==> src/rtl/imem_loader_pkg.sv <==
package imem_loader_pkg;

  localparam int unsigned IMEM_ADDR_W = 16;
  localparam int unsigned IMEM_DATA_W = 32;

  typedef enum logic [1:0] {
    IDLE,
    RECV,
    WRITE,
    DONE
  } state_e;

endpackage

==> src/rtl/imem_loader_byte_assembler.sv <==
// Packs a byte stream into DATA_W-bit words, first byte ending up in the MSBs.
module imem_loader_byte_assembler #(
  parameter int unsigned DATA_W = 32
) (
  input  logic              clk,
  input  logic              rst,
  input  logic              clear,
  input  logic              accept,
  input  logic [7:0]        in_data,
  output logic              word_valid,
  output logic [DATA_W-1:0] word
);

  localparam int unsigned NBYTES = DATA_W / 8;
  localparam int unsigned CNT_W  = (NBYTES > 1) ? $clog2(NBYTES) : 1;
  localparam logic [CNT_W-1:0] LAST = CNT_W'(NBYTES - 1);

  logic [DATA_W-1:0] shift_q, shift_d;
  logic [CNT_W-1:0]  cnt_q, cnt_d;

  always_comb begin
    shift_d    = shift_q;
    cnt_d      = cnt_q;
    word_valid = 1'b0;
    if (clear) begin
      shift_d = '0;
      cnt_d   = '0;
    end else if (accept) begin
      shift_d    = (shift_q << 8) | DATA_W'(in_data);
      word_valid = (cnt_q == LAST);
      cnt_d      = word_valid ? '0 : cnt_q + CNT_W'(1);
    end
  end

  // word is the shift register including the byte accepted this cycle
  assign word = shift_d;

  always_ff @(posedge clk) begin
    if (rst) begin
      shift_q <= '0;
      cnt_q   <= '0;
    end else begin
      shift_q <= shift_d;
      cnt_q   <= cnt_d;
    end
  end

endmodule

==> src/rtl/imem_loader.sv <==
// Loads a byte stream into instruction memory and holds the CPU until done.
module imem_loader
  import imem_loader_pkg::*;
#(
  parameter int unsigned ADDR_W        = IMEM_ADDR_W,
  parameter int unsigned DATA_W        = IMEM_DATA_W,
  parameter bit          HOLD_AT_RESET = 1'b1
) (
  input  logic              clk,
  input  logic              rst,
  input  logic              start,
  input  logic [ADDR_W-1:0] base_addr,
  input  logic [ADDR_W-1:0] word_count,
  input  logic              in_valid,
  input  logic [7:0]        in_data,
  output logic              in_ready,
  output logic              imem_wr_en,
  output logic [ADDR_W-1:0] imem_wr_addr,
  output logic [DATA_W-1:0] imem_wr_data,
  output logic              busy,
  output logic              done,
  output logic [DATA_W-1:0] checksum,
  output logic              cpu_hold
);

  state_e            state_q, state_d;
  logic [ADDR_W-1:0] addr_q, addr_d;
  logic [ADDR_W-1:0] remain_q, remain_d;
  logic [DATA_W-1:0] checksum_q, checksum_d;
  logic [ADDR_W-1:0] wr_addr_q, wr_addr_d;
  logic [DATA_W-1:0] wr_data_q, wr_data_d;
  logic              cpu_hold_q, cpu_hold_d;
  logic              in_ready_q, in_ready_d;
  logic              wr_en_q, wr_en_d;
  logic              busy_q, busy_d;
  logic              done_q, done_d;

  logic              asm_clear;
  logic              word_valid;
  logic [DATA_W-1:0] word;

  imem_loader_byte_assembler #(
    .DATA_W(DATA_W)
  ) u_asm (
    .clk       (clk),
    .rst       (rst),
    .clear     (asm_clear),
    .accept    (in_valid && in_ready_q),
    .in_data   (in_data),
    .word_valid(word_valid),
    .word      (word)
  );

  // Outputs are registered from the next state, so they line up with the
  // state they describe rather than lagging it by a cycle.
  always_comb begin
    state_d    = state_q;
    addr_d     = addr_q;
    remain_d   = remain_q;
    checksum_d = checksum_q;
    wr_addr_d  = wr_addr_q;
    wr_data_d  = wr_data_q;
    cpu_hold_d = cpu_hold_q;
    asm_clear  = 1'b0;
    unique case (state_q)
      IDLE: begin
        if (start) begin
          checksum_d = '0;
          asm_clear  = 1'b1;
          if (word_count != '0) begin
            state_d    = RECV;
            addr_d     = base_addr;
            remain_d   = word_count;
            cpu_hold_d = 1'b1;
          end else begin
            state_d = DONE;
          end
        end
      end
      RECV: begin
        if (word_valid) begin
          state_d    = WRITE;
          wr_addr_d  = addr_q;
          wr_data_d  = word;
          checksum_d = checksum_q ^ word;
        end
      end
      WRITE: begin
        addr_d   = addr_q + ADDR_W'(1);
        remain_d = remain_q - ADDR_W'(1);
        state_d  = (remain_q == ADDR_W'(1)) ? DONE : RECV;
      end
      DONE: begin
        state_d = IDLE;
      end
      default: state_d = IDLE;
    endcase
    if (state_d == DONE) cpu_hold_d = 1'b0;
    in_ready_d = (state_d == RECV);
    wr_en_d    = (state_d == WRITE);
    busy_d     = (state_d == RECV) || (state_d == WRITE);
    done_d     = (state_d == DONE);
  end

  always_ff @(posedge clk) begin
    if (rst) begin
      state_q    <= IDLE;
      addr_q     <= '0;
      remain_q   <= '0;
      checksum_q <= '0;
      wr_addr_q  <= '0;
      wr_data_q  <= '0;
      cpu_hold_q <= HOLD_AT_RESET;
      in_ready_q <= 1'b0;
      wr_en_q    <= 1'b0;
      busy_q     <= 1'b0;
      done_q     <= 1'b0;
    end else begin
      state_q    <= state_d;
      addr_q     <= addr_d;
      remain_q   <= remain_d;
      checksum_q <= checksum_d;
      wr_addr_q  <= wr_addr_d;
      wr_data_q  <= wr_data_d;
      cpu_hold_q <= cpu_hold_d;
      in_ready_q <= in_ready_d;
      wr_en_q    <= wr_en_d;
      busy_q     <= busy_d;
      done_q     <= done_d;
    end
  end

  assign in_ready     = in_ready_q;
  assign imem_wr_en   = wr_en_q;
  assign imem_wr_addr = wr_addr_q;
  assign imem_wr_data = wr_data_q;
  assign busy         = busy_q;
  assign done         = done_q;
  assign checksum     = checksum_q;
  assign cpu_hold     = cpu_hold_q;

endmodule

==> config.mk <==
export PLATFORM = sky130hd
export DESIGN_NAME = imem_loader
export DESIGN_NICKNAME = d
export VERILOG_FILES = /design/src/rtl/imem_loader_pkg.sv /design/src/rtl/imem_loader_byte_assembler.sv /design/src/rtl/imem_loader.sv
export SDC_FILE = /design/constraint.sdc
export NUM_CORES = 1
export LEC_CHECK = 0
export BUFFER_PORTS_ARGS = -buffer_cell sky130_fd_sc_hd__buf_2
export CORE_UTILIZATION = 40
export DETAILED_ROUTE_END_ITERATION = 6
export PLACE_DENSITY = 0.67
export SYNTH_ARGS = -nofsm -noshare
export SYNTH_HDL_FRONTEND = slang
export SYNTH_SLANG_ARGS = --single-unit
==> constraint.sdc <==
create_clock -name clk -period 2.4 [get_ports clk]
set_clock_uncertainty 0.05 [all_clocks]
set_input_delay 0.36 -clock clk [delete_from_list [all_inputs] [get_ports clk]]
set_output_delay 0.36 -clock clk [all_outputs]
set_load 0.01 [all_outputs]
-- After elaboration in Yosys (flattened, before gate mapping)
Cells that the tools add are included.
- register bits after elaboration: 153
- input port bits: 44
- output and inout bits: 85
- logic and storage cells: 68
- add/subtract/negate cells: 3
- equality and inequality tests: 11
- mux-type cells: 25
- bitwise gates (word level): 2
- reductions and logical operators: 14
- operator list (cell ; count):
    two-way mux 32 bit ; 4
    two-way mux 16 bit ; 4
    case mux 16 bit (2 select lines) ; 2
    case mux 32 bit (2 select lines) ; 1
    bitwise OR 32 x 8 -> 32 bit ; 1
    XOR 32 bit ; 1
    adder 16 x 1 -> 16 bit, second input constant ; 1
    == test 16 x 1 -> 1 bit, second input constant ; 1
    nonzero test 16 bit ; 1
    subtractor 16 x 1 -> 16 bit, second input constant ; 1
    == test 2 bit, second input constant ; 5
    two-way mux 2 bit ; 5
    nonzero test 2 bit ; 5
    AND reduction 3 bit ; 3
    two-way mux 1 bit ; 8
    case mux 2 bit (4 select lines) ; 1
    == test 2 x 1 -> 1 bit, second input constant ; 2
    inequality test 2 bit, second input constant ; 2
    adder 2 x 1 -> 2 bit, second input constant ; 1
    logical NOT 2 bit ; 1
    inequality test 2 x 1 -> 1 bit, second input constant ; 1
    AND reduction 2 bit ; 1
    OR reduction 2 bit ; 1
    logical AND 1 bit ; 1
    logical OR 1 bit ; 1

-- Depth between registers and ports, before layout
Gate-level depths: netlist (run 1).
- depth after elaboration: 8
- depth in mapped cells: 8
- gate-level depth less buffers: 8

-- Hierarchy
A second synthesis (run 1) with hierarchy kept.
- cells, all modules: 758
- area total of the unflattened synthesis: 6473.7 um2
- by module, submodules not included (module ; instances ; cells an instance ; area an instance (um2)):
    imem_loader ; 1 ; 608 ; 5071.1
    imem_loader_byte_assembler ; 1 ; 150 ; 1402.6

-- Least setup slack after synthesis (run 1)
OpenSTA, ideal clock, no wires.
- path type: register to register
- start point: register state_q[1]
- end point: register remain_q[15]
- arrival: 2.064 ns
- data required time: 2.283 ns
- slack: 0.219 ns
- stages on the path, launching flop included: 6
- path buffers: 0
- cell sequence: dfxtp_1 -> or4b_4 -> or3_4 -> or4_4 -> a2bb2oi_1 -> a21oi_2
- word-level cells in the longest chain between the ends: 3
- RTL lines (element ; line ; text):
    from (decl) ; imem_loader.sv:26 ; state_e state_q, state_d;
    from (signal assigned) ; imem_loader.sv:119 ; state_q <= state_d;
    == test 2 bit / logical NOT 2 bit (equally long branches) ; imem_loader.sv:65 ; unique case (state_q)
    nonzero test 2 bit (no source line) / inequality test 2 bit (equally long branches) ; n/a ;
    AND reduction 3 bit (no source line) ; n/a ;
    to (signal assigned) ; imem_loader.sv:121 ; remain_q <= remain_d;
    to (decl) ; imem_loader.sv:28 ; logic [ADDR_W-1:0] remain_q, remain_d;
Parallel ways exist; a longest one is shown, timed or not.
A chain may end at the register's enable or synchronous reset.

-- Worst setup path in the final report (run 1)
- start point: register remain_q[3]
- end point: register remain_q[15]
- word-level cells in the longest chain between the ends: 2
- RTL lines (element ; line ; text):
    subtractor 16 x 1 -> 16 bit ; imem_loader.sv:90 ; remain_d = remain_q - ADDR_W'(1);
    case mux 16 bit (2 select lines) ; imem_loader.sv:65 ;
Every way passes these cells.

==> results of run 1 <==
==> cells in the final DEF (no fill, tap or decap), types with 8 or more instances in the layout <==
| cell | count |
|---|---|
| a211oi_1 | 8 |
| nor2_1 | 57 |
| buf_4 | 16 |
| nand4_1 | 8 |
| a21oi_1 | 97 |
| nor3_1 | 9 |
| a2bb2oi_1 | 9 |
| dfxtp_1 | 145 |
| clkbuf_16 | 17 |
| nand3_1 | 16 |
| xor2_1 | 35 |
| nand2_1 | 167 |
| buf_2 | 128 |
==> cell type report <==
type                            instances  area [um^2]  area share [%]
Multi-Input combinational cell        487         2580            36.3
Tap cell                              180          225            3.17
Inverter                                7         26.3           0.370
Clock inverter                         14          133            1.87
Timing Repair Buffer                  146          801            11.3
Clock buffer                           18          429            6.05
Sequential cell                       145         2900            40.9
==> worst paths after layout <==
kind,from,endpoint,cells after the start
max,remain_q[3],remain_q[15],5
min reg2reg,imem_wr_data[22],imem_wr_data[22],2
max reg2reg,remain_q[3],remain_q[15],5
min,in_data[4],u_asm.shift_q[4],3
==> cell families (layout without fill, tap and decap cells) <==
family,after synthesis,in the layout,synth area share [%]
AND/OR/NAND/NOR,297,297,22.9
adder cells (fa/ha/maj),7,7,1.55
XOR/XNOR,39,39,6.06
flip-flops,145,145,51.5
buffers and inverters,48,185,3.22
AO/OA/AOI/OAI,144,144,14.8
==> sequential cells by signal, indices dropped and copies added, names as in the netlist <==
| signal | cells |
|---|---|
| u_asm.shift_q | 24 |
| remain_q | 16 |
| imem_wr_en | 1 |
| state_q | 2 |
| busy | 1 |
| done | 1 |
| addr_q | 16 |
| imem_wr_data | 32 |
| in_ready | 1 |
| cpu_hold | 1 |
| u_asm.cnt_q | 2 |
| checksum | 32 |
| imem_wr_addr | 16 |
==> worst max-delay path, stage by stage, from the launching register on <==
cell and delay (ps):
dfxtp_1 340, or4b_4 580, or3_4 440, or4_4 520, a2bb2oi_1 150, a21oi_2 160
==> power breakdown <==
part / switching, mW / internal [mW] / leakage [nW]
sequential: 0.0499 / 2.45 / 1.17
combinational: 0.187 / 0.118 / 1.42
clock: 1.06 / 1.44 / 0.268
==> per-stage QoR <==
step | setup slack [ps] | hold slack, ps
final | 90.2 | 150
after global routing | 43.4 | 148
after CTS | 101 | 128
after detailed placement | 110 | 393
after global placement | 138 | 389
after floorplan | 219 | 387
==> metal layers <==
metal	up-vias	wire length, um
li1	2546	-
met1	2340	6900
met2	140	6260
met3	23	812
met4	0	272
met5	-	0
==> flow_metrics.py, run 1 <==
metrics = {
    "drt": {
        "first_iter_violations": 391,
        "routedWlPerCell_um": 14.3,
        "num_vias": 5049,
        "firstDrtPassIters": 4,
        "viasPerCell": 5.06,
        "wirelength_um": 14200,
        "route.antenna.remaining_nets": 0,
        "drc_errors": 0,
    },
    "hold_path": {
        "hold_path.class": "in -> reg",
    },
    "global_routing": {
        "top_usage_layer": "met2",
        "met3_usage_pct": 5.24,
        "grt_overflow": 0,
        "use_met1_pct": 27.7,
        "met2_usage_pct": 30.0,
        "grt_usage_pct": 20.3,
        "grt_pass1_wl_um": 23100,
        "grt_pass1_vias": 4719,
        "antenna_found_initial": 0,
        "grt_max_degree": 89,
    },
    "clock_tree": {
        "worstSkewPairLatency_ps": 420,
        "postCtsSetupBuffers": 0,
        "root_buffer": "clkbuf_16",
        "cts.clk_slew.worst_paths_ps": 60,
        "cts_resized": 0,
        "cts_buffers": 17,
        "cts_tree": "yes",
        "postCtsHoldBufs": 0,
        "cts.sink_count": 145,
        "htreeDepth": 4,
        "clockBufferDepth": 2,
    },
    "power_and_ir_drop": {
        "power.leakage_nw": 2.87,
        "cellPowerDensity_nw_per_um2": 747,
        "power_mw": 5.30,
        "peakVddDrop_mv": 0.429,
    },
    "synthesis": {
        "synth_area_leader_cell": "dfxtp_1",
        "synth-seq-area-share_pct": 51.5,
        "synth_most_common_cell": "nand2_1",
        "avgSynthCellArea_um2": 8.29,
        "synth_warnings": 0,
        "synth.net_count": 731,
        "synthCells": 680,
        "synth_seq_cells": 145,
        "ys_async_sr_fraction_pct": 0,
        "yosysTopAreaCellShare_pct": 51.5,
        "yosys-top-cells-area": "dfxtp_1 51%, nand2_1 11%, a21oi_1 8.6%, xor2_1 5.4%, nor2_1 3.8%",
        "synth_flop_cell": "dfxtp_1",
        "synth_edf_count": 0,
        "yosysUniqueCellTypes": 41,
        "synth_area_um2": 5640,
        "yosys-top-cells-count": "167 x nand2_1, 145 x dfxtp_1, 97 x a21oi_1",
    },
    "timing": {
        "worst_pin_slew_ps": 1060,
        "finalSetupTns_ps": 0,
        "timing.fmax_ghz": 0.433,
        "slew_headroom_pct": 29.1,
        "min_period_over_period_pct": 96.2,
        "hold_viol": 0,
        "grt_setup_unrepaired": "no",
        "min_period_ps": 2310,
        "setup_viol": 0,
        "drv_slew": 0,
    },
    "placed_design": {
        "gp_congestion": 0.821,
        "postPlaceCellArea_um2": 6520,
        "numPortBuffers": 128,
        "dp_cells": 965,
        "dp_hpwl_um": 9700,
    },
    "status": {
        "status": "completed",
    },
    "finish": {
        "antenna_cells": 0,
        "fin_area_um2": 7090,
        "utilization_pct": 51.3,
        "layout-drive-gt1-share_pct": 23.4,
        "syn2layout_area_growth_pct": 25.8,
        "num-fill-cells": 1367,
        "nNetsFinal": 855,
        "instances_no_fill": 997,
    },
    "critical_path": {
        "start_kind": "flip-flop",
        "crit_arrival_ps": 2610,
        "path_max_fanout": 6,
        "critPathKind": "reg -> reg",
        "rrSetupSlack_ps": 90,
        "endpoint_kind": "flip-flop",
        "cp_data_required_time_ps": 2700,
    },
    "die": {
        "die_x_um": 121,
        "dieArea_um2": 14600,
        "start_util_pct": 40.8,
        "core_um2": 13800,
        "boundaryPins": 129,
        "dieHeight_um": 121,
        "core.rowCount": 43,
    },
    "job": {
        "max-cap-violations": 0,
    },
}
(Power assumes the default switching activity.)
==> inputs of run 2 (changes only) <==
--- a/config.mk
+++ b/config.mk
@@ -6,6 +6,8 @@
 export NUM_CORES = 1
 export LEC_CHECK = 0
 export BUFFER_PORTS_ARGS = -buffer_cell sky130_fd_sc_hd__buf_2
+export CAP_MARGIN = 20
+export CORE_MARGIN = 2
 export CORE_UTILIZATION = 40
 export DETAILED_ROUTE_END_ITERATION = 6
 export PLACE_DENSITY = 0.67
==> flow_metrics.py, run 2 (synthesis results as in run 1) <==
metrics = {
    "status": {
        "status": "completed",
    },
    "timing": {
        "setup_viol": 0,
        "min_period_ps": 2300,
        "timing.fmax_ghz": 0.436,
        "worst_pin_slew_ps": 922,
        "min_period_over_period_pct": 95.7,
        "hold_slack_ps": 153,
        "finalSetupTns_ps": 0,
        "slew_headroom_pct": 38.2,
        "hold_viol": 0,
        "grt_setup_unrepaired": "no",
        "drv_slew": 0,
    },
    "drt": {
        "routedWlPerCell_um": 14.5,
        "wirelength_um": 14500,
        "firstDrtPassIters": 4,
        "drc_errors": 0,
        "route.antenna.remaining_nets": 0,
        "num_vias": 5050,
        "first_iter_violations": 311,
        "viasPerCell": 5.06,
    },
    "die": {
        "dieArea_um2": 15100,
        "boundaryPins": 129,
        "die_x_um": 123,
        "dieHeight_um": 123,
        "core.rowCount": 43,
        "core_um2": 13800,
        "start_util_pct": 40.8,
    },
    "finish": {
        "antenna_cells": 0,
        "num-fill-cells": 1340,
        "layout.area.seq_um2": 2900,
        "nNetsFinal": 858,
        "final_common_cell": "nand2_1",
        "layout-drive-gt1-share_pct": 23.2,
        "syn2layout_area_growth_pct": 27.2,
        "multi_input_area_um2": 2570,
        "final_cell_mix": "167 x nand2_1, 145 x dfxtp_1, 128 x buf_2",
    },
    "critical_path": {
        "crit_path_top_delay_cell": "or4b_4",
        "path_delay_family": "simple AND/OR/NAND/NOR gates",
        "rrSetupSlack_ps": 100,
        "r2r-start": "remain_q[3]",
        "cp_data_required_time_ps": 2700,
        "path_max_fanout": 5,
        "start_kind": "flip-flop",
        "rr_endpoint": "remain_q[9]",
        "reg2reg_depth": 6,
        "crit_arrival_ps": 2590,
        "critical_path.cell_chain": "or4b_4 > buf_4 > or2_2 > or4_1 > a2bb2oi_1 > a21oi_1",
        "path_buf_inv": 1,
        "critPathMaxStageDelay_ps": 540,
        "critPathKind": "reg -> reg",
        "endpoint_kind": "flip-flop",
    },
    "placed_design": {
        "numPortBuffers": 128,
        "gp_congestion": 0.814,
        "dp_hpwl_um": 9970,
    },
    "clock_tree": {
        "cts_resized": 0,
        "postCtsHoldBufs": 0,
        "cts_buffers": 17,
        "root_buffer": "clkbuf_16",
        "htreeDepth": 4,
        "clockBufferDepth": 2,
        "cts.clk_slew.worst_paths_ps": 60,
        "cts.sink_count": 145,
        "cts_tree": "yes",
        "postCtsSetupBuffers": 0,
        "worstSkewPairLatency_ps": 410,
    },
    "global_routing": {
        "grt_usage_pct": 19.9,
        "grt_max_degree": 59,
        "grt_pass1_wl_um": 23500,
        "grt_overflow": 0,
        "grt_pass1_vias": 4729,
        "antenna_found_initial": 0,
    },
    "power_and_ir_drop": {
        "cellPowerDensity_nw_per_um2": 790,
        "power.leakage_nw": 2.91,
        "peakVddDrop_mv": 0.563,
    },
    "hold_path": {
        "whs_path_depth": 3,
        "hold_path.class": "in -> reg",
        "hold_path.startpoint": "in_data[4]",
        "hold_end": "u_asm.shift_q[4]",
    },
    "job": {
        "max-cap-violations": 0,
    },
}
run 2: report_power, final:
part	leakage (nW)	total [mW]	switching [mW]	internal (mW)
clock	0.308	2.86	0.977	1.89
sequential	1.17	2.50	0.0487	2.45
combinational	1.43	0.304	0.187	0.117
run 2: layout make-up:
| class | count | area share, % |
|---|---|---|
| flip-flops and latches | 145 | 40.5 |
| inverters | 7 | 0.366 |
| clock inverters | 10 | 2.56 |
| well taps | 180 | 3.14 |
| repair buffers | 149 | 11.3 |
| multi-input cells | 487 | 35.8 |
| clock buffers | 20 | 6.37 |
run 2: worst max-delay path by stage:
stage | from | end | slack, ps | depth (start not counted)
2_1_floorplan | state_q[1] | remain_q[15] | 220 | 5
3_3_place_gp | remain_q[3] | remain_q[9] | 150 | 6
3_5_place_dp | remain_q[3] | remain_q[9] | 110 | 6
4_1_cts | remain_q[3] | remain_q[9] | 110 | 6
5_1_grt | remain_q[3] | imem_wr_en | 20 | 7
6_report | remain_q[3] | remain_q[9] | 100 | 6
run 2: per-layer routing:
metal	up-vias	wire, um	part of all wire (%)	track usage [%]
met4	0	161	1.1	5.89
li1	2556	-	-	-
met1	2352	6830	47	26.6
met3	13	813	5.6	6.09
met2	129	6680	46	30.9
met5	-	0	0	0
run 2: stage by stage:
stage                     power (mW)  cell area [um^2]  setup WS (ps)  std cells  utilization [%]
final                           5.67              7170            104        998             51.9
after global routing            5.86              7170           20.4        998             51.9
after global placement          2.85              6530            151        968             47.2
after detailed placement        2.85              6530            113        968             47.2
after floorplan                 2.72              5640            219        680                -
after CTS                       5.71              7170            108        998             51.9
run 2: worst reg2reg max path: stages (launching register included):
cell	delay, ps
dfxtp_1	340
or4b_4	550
buf_4	160
or2_2	330
or4_1	500
a2bb2oi_1	150
a21oi_1	160
==> inputs of run 3 (changes only) <==
--- a/config.mk
+++ b/config.mk
@@ -10,6 +10,7 @@
 export CORE_MARGIN = 2
 export CORE_UTILIZATION = 40
 export DETAILED_ROUTE_END_ITERATION = 6
+export MAX_ROUTING_LAYER = met4
 export PLACE_DENSITY = 0.67
 export SYNTH_ARGS = -nofsm -noshare
 export SYNTH_HDL_FRONTEND = slang
==> flow_metrics.py, run 3 (synthesis results as in run 1) <==
metrics = {
    "status": {
        "status": "completed",
    },
    "clock_tree": {
        "root_buffer": "clkbuf_16",
        "clockBufferDepth": 2,
        "postCtsSetupBuffers": 0,
        "cts_buffers": 17,
        "htreeDepth": 4,
        "cts.sink_count": 145,
        "cts.clk_slew.worst_paths_ps": 60,
        "postCtsHoldBufs": 0,
        "cts_tree": "yes",
        "cts_resized": 0,
        "worstSkewPairLatency_ps": 420,
    },
    "timing": {
        "grt_setup_unrepaired": "no",
        "finalSetupTns_ps": 0,
        "min_period_over_period_pct": 95.5,
        "slew_headroom_pct": 39.6,
        "setup_viol": 0,
        "drv_slew": 0,
        "worst_pin_slew_ps": 901,
        "timing.fmax_ghz": 0.436,
        "hold_viol": 0,
        "min_period_ps": 2290,
    },
    "die": {
        "dieArea_um2": 15100,
        "core.rowCount": 43,
        "die_x_um": 123,
        "core_um2": 13800,
        "start_util_pct": 40.8,
        "boundaryPins": 129,
        "dieHeight_um": 123,
    },
    "global_routing": {
        "grt_pass1_wl_um": 23500,
        "grt_max_degree": 59,
        "grt_pass1_vias": 4722,
        "grt_usage_pct": 20.5,
        "grt_overflow": 0,
        "antenna_found_initial": 0,
    },
    "hold_path": {
        "hold_end": "u_asm.shift_q[4]",
        "whs_path_depth": 3,
        "hold_path.startpoint": "in_data[4]",
        "hold_path.class": "in -> reg",
    },
    "critical_path": {
        "critPathKind": "reg -> reg",
        "r2r-start": "remain_q[3]",
        "endpoint_kind": "flip-flop",
        "rr_endpoint": "remain_q[9]",
        "start_kind": "flip-flop",
        "rrSetupSlack_ps": 110,
        "cp_data_required_time_ps": 2700,
        "path_max_fanout": 5,
        "crit_arrival_ps": 2590,
        "reg2reg_depth": 6,
    },
    "drt": {
        "first_iter_violations": 345,
        "route.antenna.remaining_nets": 0,
        "num_vias": 5077,
        "firstDrtPassIters": 5,
        "routedWlPerCell_um": 14.6,
        "drc_errors": 0,
        "viasPerCell": 5.09,
        "wirelength_um": 14600,
    },
    "finish": {
        "layout.area.seq_um2": 2900,
        "layout-drive-gt1-share_pct": 23.2,
        "final_common_cell": "nand2_1",
        "final_cell_mix": "167 x nand2_1, 145 x dfxtp_1, 128 x buf_2",
        "multi_input_area_um2": 2570,
        "antenna_cells": 0,
        "nNetsFinal": 858,
        "num-fill-cells": 1340,
        "syn2layout_area_growth_pct": 27.2,
        "instances_no_fill": 998,
    },
    "placed_design": {
        "dp_hpwl_um": 9970,
        "dp_cells": 968,
        "numPortBuffers": 128,
        "gp_congestion": 0.826,
    },
    "power_and_ir_drop": {
        "power.leakage_nw": 2.91,
        "cellPowerDensity_nw_per_um2": 791,
        "peakVddDrop_mv": 0.563,
    },
    "job": {
        "max-cap-violations": 0,
    },
}
==> run 3: cell counts in the layout (fill, tap and decap cells not counted) <==
Identical to the previous run, type by type.
==> run 3: final cells by class <==
type | count | area share [%]
Sequential cell | 145 | 40.5
Tap cell | 180 | 3.14
Multi-Input combinational cell | 487 | 35.8
Clock buffer | 20 | 6.37
Timing Repair Buffer | 149 | 11.3
Inverter | 7 | 0.366
Clock inverter | 10 | 2.56
==> run 3: worst max path at each step <==
stage | from | endpoint | slack, ps | cells past startpoint
3_3_place_gp | remain_q[3] | remain_q[9] | 150 | 6
2_1_floorplan | state_q[1] | remain_q[15] | 220 | 5
5_1_grt | remain_q[3] | imem_wr_en | 20 | 7
6_report | remain_q[3] | remain_q[9] | 110 | 6
3_5_place_dp | remain_q[3] | remain_q[9] | 110 | 6
4_1_cts | remain_q[3] | remain_q[9] | 110 | 6
==> run 3: worst max-delay path: stages (launching register included) <==
cell and delay (ps):
dfxtp_1 340, or4b_4 550, buf_4 160, or2_2 330, or4_1 500, a2bb2oi_1 150
a21oi_1 160
==> run 3: layer usage <==
| layer | GRT usage [%] | vias up | share of wire, % |
|---|---|---|---|
| met4 | 5.89 | 0 | 1.1 |
| met2 | 30.9 | 132 | 46 |
| met1 | 27.2 | 2377 | 47 |
| met3 | 5.34 | 12 | 5.5 |
| li1 | - | 2556 | - |
| met5 | - | - | 0 |
==> run 3: stage by stage <==
stage	instance area [um^2]	total power, mW	setup slack [ps]	utilization, %	hold WS, ps
global route	7170	5.86	20.4	51.9	159
CTS	7170	5.71	108	51.9	143
floorplan	5640	2.72	219	-	387
global placement	6530	2.85	151	47.2	389
detailed placement	6530	2.85	113	47.2	393
finish	7170	5.68	108	51.9	153
==> run 3: report_power, final <==
group | internal, mW | switching, mW | total, mW
sequential | 2.45 | 0.0491 | 2.50
combinational | 0.117 | 0.187 | 0.304
clock | 1.89 | 0.985 | 2.87
